## config.mk

```make
export PLATFORM = sky130hd
export DESIGN_NAME = vga_timing
export DESIGN_NICKNAME = d
export VERILOG_FILES = /design/src/rtl/vga_timing.sv
export SDC_FILE = /design/constraint.sdc
export NUM_CORES = 1
export LEC_CHECK = 0
export ABC_AREA = 1
export CAP_MARGIN = 20
export CORE_UTILIZATION = 30
export CTS_CLUSTER_SIZE = 24
export DETAILED_ROUTE_END_ITERATION = 6
export PLACE_DENSITY = 0.49
export SYNTH_ARGS = -nofsm -noshare
export SYNTH_HDL_FRONTEND = slang
export SYNTH_SLANG_ARGS = --single-unit
```

## constraint.sdc

```tcl
create_clock -name clk -period 1.9 [get_ports clk]
set_clock_uncertainty 0.2 [all_clocks]
set_input_delay 0.38 -clock clk [delete_from_list [all_inputs] [get_ports clk]]
set_output_delay 0.38 -clock clk [all_outputs]
set_load 0.01 [all_outputs]
```

## src/rtl/vga_timing.sv

```systemverilog
`default_nettype none
// ============================================================================
// Module   : vga_timing
// Brief    : VGA raster timing generator: pixel strobe, x/y counters and
//            zero-skew registered sync/blanking. The optional frame counter is
//            enabled with macro VGA_TIMING_FRAME_CNT_EN.
// Revision : 1.0
// ============================================================================
module vga_timing #(
  parameter int H_ACTIVE = 640,
  parameter int H_FP     = 16,
  parameter int H_SYNC   = 96,
  parameter int H_BP     = 48,
  parameter int V_ACTIVE = 480,
  parameter int V_FP     = 10,
  parameter int V_SYNC   = 2,
  parameter int V_BP     = 33,
  parameter int PIX_DIV  = 2
) (
  input  logic       clk,
  input  logic       reset,
  output logic       pix_stb,
  output logic [9:0] x,
  output logic [9:0] y,
  output logic       display_en,
  output logic       hsync,
  output logic       vsync,
  output logic       frame_start,
  output logic [7:0] frame_count
);

  localparam int          c_h_total  = H_ACTIVE + H_FP + H_SYNC + H_BP;
  localparam int          c_v_total  = V_ACTIVE + V_FP + V_SYNC + V_BP;
  localparam logic [3:0]  c_div_last = 4'(PIX_DIV - 1);
  localparam logic [9:0]  c_x_last   = 10'(c_h_total - 1);
  localparam logic [9:0]  c_y_last   = 10'(c_v_total - 1);
  // 11-bit bounds so an end-of-pulse equal to 1024 still compares correctly
  localparam logic [10:0] c_h_act    = 11'(H_ACTIVE);
  localparam logic [10:0] c_v_act    = 11'(V_ACTIVE);
  localparam logic [10:0] c_hs_start = 11'(H_ACTIVE + H_FP);
  localparam logic [10:0] c_hs_end   = 11'(H_ACTIVE + H_FP + H_SYNC);
  localparam logic [10:0] c_vs_start = 11'(V_ACTIVE + V_FP);
  localparam logic [10:0] c_vs_end   = 11'(V_ACTIVE + V_FP + V_SYNC);

  logic [3:0] r_div;
  logic [9:0] r_x;
  logic [9:0] r_y;
  logic       r_pix_stb;
  logic       r_hsync;
  logic       r_vsync;
  logic       r_de;
  logic       r_frame_start;

  logic       w_tick;
  logic       w_x_last;
  logic       w_y_last;
  logic       w_frame_wrap;
  logic [9:0] w_x_next;
  logic [9:0] w_y_next;
  logic [10:0] w_x_ext;
  logic [10:0] w_y_ext;

  assign w_tick       = (r_div == c_div_last);
  assign w_x_last     = (r_x == c_x_last);
  assign w_y_last     = (r_y == c_y_last);
  assign w_frame_wrap = w_tick & w_x_last & w_y_last;

  always_comb begin
    w_x_next = r_x;
    w_y_next = r_y;
    if (w_tick) begin
      if (w_x_last) begin
        w_x_next = 10'd0;
        w_y_next = w_y_last ? 10'd0 : r_y + 10'd1;
      end else begin
        w_x_next = r_x + 10'd1;
      end
    end
  end

  assign w_x_ext = {1'b0, w_x_next};
  assign w_y_ext = {1'b0, w_y_next};

  // Sync/blank decoded from next-state counters so they land with x/y
  always_ff @(posedge clk) begin
    if (reset) begin
      r_div         <= 4'd0;
      r_x           <= 10'd0;
      r_y           <= 10'd0;
      r_pix_stb     <= 1'b0;
      r_hsync       <= 1'b1;
      r_vsync       <= 1'b1;
      r_de          <= 1'b1;
      r_frame_start <= 1'b0;
    end else begin
      r_div         <= w_tick ? 4'd0 : r_div + 4'd1;
      r_x           <= w_x_next;
      r_y           <= w_y_next;
      r_pix_stb     <= w_tick;
      r_hsync       <= !((w_x_ext >= c_hs_start) && (w_x_ext < c_hs_end));
      r_vsync       <= !((w_y_ext >= c_vs_start) && (w_y_ext < c_vs_end));
      r_de          <= (w_x_ext < c_h_act) && (w_y_ext < c_v_act);
      r_frame_start <= w_frame_wrap;
    end
  end

  assign pix_stb     = r_pix_stb;
  assign x           = r_x;
  assign y           = r_y;
  assign hsync       = r_hsync;
  assign vsync       = r_vsync;
  assign display_en  = r_de;
  assign frame_start = r_frame_start;

`ifdef VGA_TIMING_FRAME_CNT_EN
  logic [7:0] r_frame_cnt;

  always_ff @(posedge clk) begin
    if (reset) begin
      r_frame_cnt <= 8'd0;
    end else if (w_frame_wrap) begin
      r_frame_cnt <= r_frame_cnt + 8'd1;
    end
  end

  assign frame_count = r_frame_cnt;
`else
  assign frame_count = 8'd0;
`endif

endmodule
`default_nettype wire

```

# Word-level counts from Yosys, hierarchy flattened
# Cells that the tools add are included.
[word_totals] ff_bits=29 out_inout_bits=33 wordCells=33 input_bits=2
[classes] n_lt_le_gt_ge=6 mux=5 bitwise=2 n_eq_ne=3 n_addsub=3 reduce_logical=6
[op_table] operator="$mux 10" count=5
[op_table] operator="$add 10x1->10 const B" count=2
[op_table] operator="$eq 10x10->1 const B" count=2
[op_table] operator="$lt 10x10->1 const B" count=2
[op_table] operator="$lt 10x9->1 const B" count=2
[op_table] operator="$ge 10x10->1 const B" count=1
[op_table] operator="$ge 10x9->1 const B" count=1
[op_table] operator="$add 4x1->4 const B" count=1
[op_table] operator="$eq 4x1->1 const B" count=1
[op_table] operator="$logic_and 1x1->1" count=3
[op_table] operator="$and 1x1->1" count=2
[op_table] operator="$logic_not 1->1" count=2
[op_table] operator="$reduce_or 2->1" count=1

# Depth between registers and ports, before layout
[logic_depth] word_depth=7 depth_mapped=14 mapped_depth_nobuf=14

# Least setup slack after synthesis
# No wires, ideal clock.
[synth_path] kind="reg2reg" startpoint="reg r_x[1], in the netlist x[1]" endpoint="reg r_de, in the netlist display_en" required_time_ps=1587 path_slack_ps=69 arrival_ps=1518 path_stages_with_launch=13 n_path_buf=0 synth_period_minus_slack_ps=1831 setup_time_ps=113 cell_sequence="dfxtp_1 -> ha_1 -> nand2_1 -> nor2_2 -> nand3_2 -> nor2_4 -> nand2_1 -> nand2_1 -> nand2_1 -> nor2_1 -> nand2_1 -> nand3_1 -> nand2_1"
[synth_between] elab_chain_len=5 elab_cells_between_ends=9 cone_classes="add/sub: 1; order compare: 2; eq/ne: 1; mux: 4; reduce/logical: 1"
[synth_rtl] item="start: declaration" line_no="46" text="logic [9:0] r_x;"
[synth_rtl] item="start signal: assignment" line_no="97" text="r_x <= w_x_next;"
[synth_rtl] item="$add 10x1->10 / $eq 10x10->1 (equally long branches)" line_no="76, 64"
[synth_rtl] item="$mux 10" line_no="72" text="if (w_x_last) begin"
[synth_rtl] item="$mux 10" line_no="71" text="if (w_tick) begin"
[synth_rtl] item="$lt 10x10->1 / $lt 10x9->1 (equally long branches)" line_no="102" text="r_de <= (w_x_ext < c_h_act) && (w_y_ext < c_v_act);"
[synth_rtl] item="$logic_and 1x1->1 *" line_no="102"
[synth_rtl] item="end signal: assignment" line_no="102"
[synth_rtl] item="end: declaration" line_no="51" text="logic r_de;"
# Mark *: on every way between the ends. The rest lies on a longest branch, timed or not.
# A chain may end at the register's enable or synchronous reset.

# Final worst setup path
[layout_path] startpoint="reg r_x[5], in the netlist x[5]" endpoint="out x[5]"
[layout_lines] item="end: declaration" line_no="23" text="output logic [9:0] x,"
# No word-level cell between the ends.

==> summary.txt <==
status: complete, no violations
syn_area_per_cell: 6.93 sq um
f_max: 0.536 GHz
slowest CP cell: clkdlybuf4s50_1
count of final hold-check violations: 0
gr ovfl total: 0
largest net degree at the start of global routing: 11
power per cell area: 538 nW/um^2
kind of cell adding the most delay to the critical path: buffers and inverters
final-report max-slew violation count: 0
Mapped Cells: 230
Port Buffers: 26
Critical Path RT: 1320 ps
layout cell share with drive strength beyond 1: 0.311
GPL Wtd Cong: 0.831
Die X: 74.9 um
non-filler cells, final: 366
CTS Buffer Depth: 2
DIE HEIGHT: 74.9 um
most common cell after layout, fill and taps aside: nand2_1
Core ar.: 5110 sq um
via count: 1650
vias in the first global route: 1482
Max-cap violations: 0
drt drc: 0
Yosys reg bits: 29
minimum clock period after layout: 1860 ps
part of the cycle the worst path needs: 0.981
area share of the largest cell type after synthesis: 0.364
Root Driver: clkbuf_8
Distinct cells, synth: 31
clock sink total: 29
CP cell instances: clkdlybuf4s50_1
CTS tree: built
largest cells by area after synthesis: dfxtp_1 36%, nand2_1 12%, nor2_1 8.0%
Starting DRT DRC Count: 64
Pleak: 1.13 nW
largest area contributor in the netlist: dfxtp_1
Layout area overhead: 52.3%
RSZ-0062 raised after global routing: yes
fin util: 0.475
critical path endpoint category: output pin
Ant. Diodes: 0
Pre-Repair DR Iteration Count: 4
total track usage: 0.157
HPWL after DPL: 3.03 mm
Routed WL per cell: 11.5 um
vias per cell: 4.51
commonest non-fill, non-tap cells in the layout: 47 x nand2_1, 32 x nor2_1, 32 x buf_4, 25 x inv_1, 21 x clkdlybuf4s50_1
clk_lat worst skew: 280 ps
Setup Viol. Count Final: 0
Initial Util: 0.312
maximum VDD drop: 0.469 mV
synth warn: 0
CP Launch Type: flop
CP Max Fanout: 8
I/O pin cnt: 35
first-pass GRT wire length: 6.64 mm
Total Die Area: 5600 sq um
CP max stage delay: 570 ps
Post-DRT Antenna Nets: 0
initial antenna violation count: 0
sequential-to-total area share from yosys stat: 0.364
Crit Path Category: flop to output pin
worst path arrival time: 1280 ps
htree depth: 2
worst hold path class: flop to flop
Netlist Area Pre-Place: 1590 sq um
final WL: 4.20 mm
placed cells: 347
CTS buffer count: 5
cts hold-fix bufs: 0
CP bufs+invs: 1
fin nets: 302
# rows: 26
clk slew on worst S/H paths: 70 ps
-- metal layers --
metal,share of wire,vias to the layer above,track usage
li1,-,847,-
met1,0.45,757,0.195
met2,0.49,37,0.255
met3,0.042,9,0.0428
met4,0.017,0,0.0650
met5,0,-,0
-- timing repair --
action                                  in CTS  in global routing
pin swaps                                    6                 21
endpoints found under the hold margin        0                  0
setup buffers                                2                  9
gates resized for setup                     13                 44
endpoints found under the setup margin       8                  8
-- cells by family after synthesis --
family	count (synthesis)	synth area share
and+or+nand+nor	134	0.398
buffers and inverters	39	0.112
xor gates and xnor gates	4	0.0220
adders and majority gates	5	0.0393
DFF	29	0.364
other	1	0.00235
AOI/OAI and AO/OA	18	0.0621
-- path summary, 6_finish.rpt --
| kind | start | to | slack [ps] | cells after the start |
|---|---|---|---|---|
| setup / recovery | x[5] | x[5] | 40 | 1 |
| setup reg to reg | x[0] | display_en | 40 | 10 |
| hold / removal | r_div[3] | r_div[3] | 310 | 2 |
| hold reg to reg | r_div[3] | r_div[3] | 310 | 2 |
-- per-stage QoR --
stage                     setup TNS, ps  power (mW)  area [sq um]  setup WS, ps  hold slack (ps)
after floorplan                       0       0.731          1620          68.5              234
after global placement             -137       0.782          2080         -82.1              263
after detailed placement           -173       0.782          2080         -99.2              276
after CTS                         -6.98        1.29          2210         -6.98              285
after global routing               -195        1.37          2430         -82.5              355
final                                 0        1.30          2430          35.3              306
-- cell type report --
type                    count  area (sq um)
fillers                   529          2680
clock inverters             3          17.5
inverters                  28           108
multi-input cells         169           978
repair buffers             62           558
clock buffers               5          68.8
flip-flops and latches     29           608
well taps                  70          87.6
-- sequential cells by signal, indices dropped and copies added, names as in the netlist --
name         flops
display_en       1
frame_start      1
hsync            1
pix_stb          1
r_div            4
vsync            1
x               10
y               10
-- synth_stat cells, drive strengths merged --
cell	count
conb	1
a21o	1
a21oi	6
nor2	39
dfxtp	29
or2	2
nand4	7
xor2	1
nand2	53
ha	5
o21ai	10
inv	28
xnor2	3
clkbuf	1
nor3	9
buf	10
a211oi	1
nand3	24
-- report_power, final --
part	total [mW]	internal (mW)	switching, mW
Combinational	0.171	0.0792	0.0923
Clock	0.497	0.252	0.245
Sequential	0.636	0.622	0.0144
(Power assumes the default switching activity.)
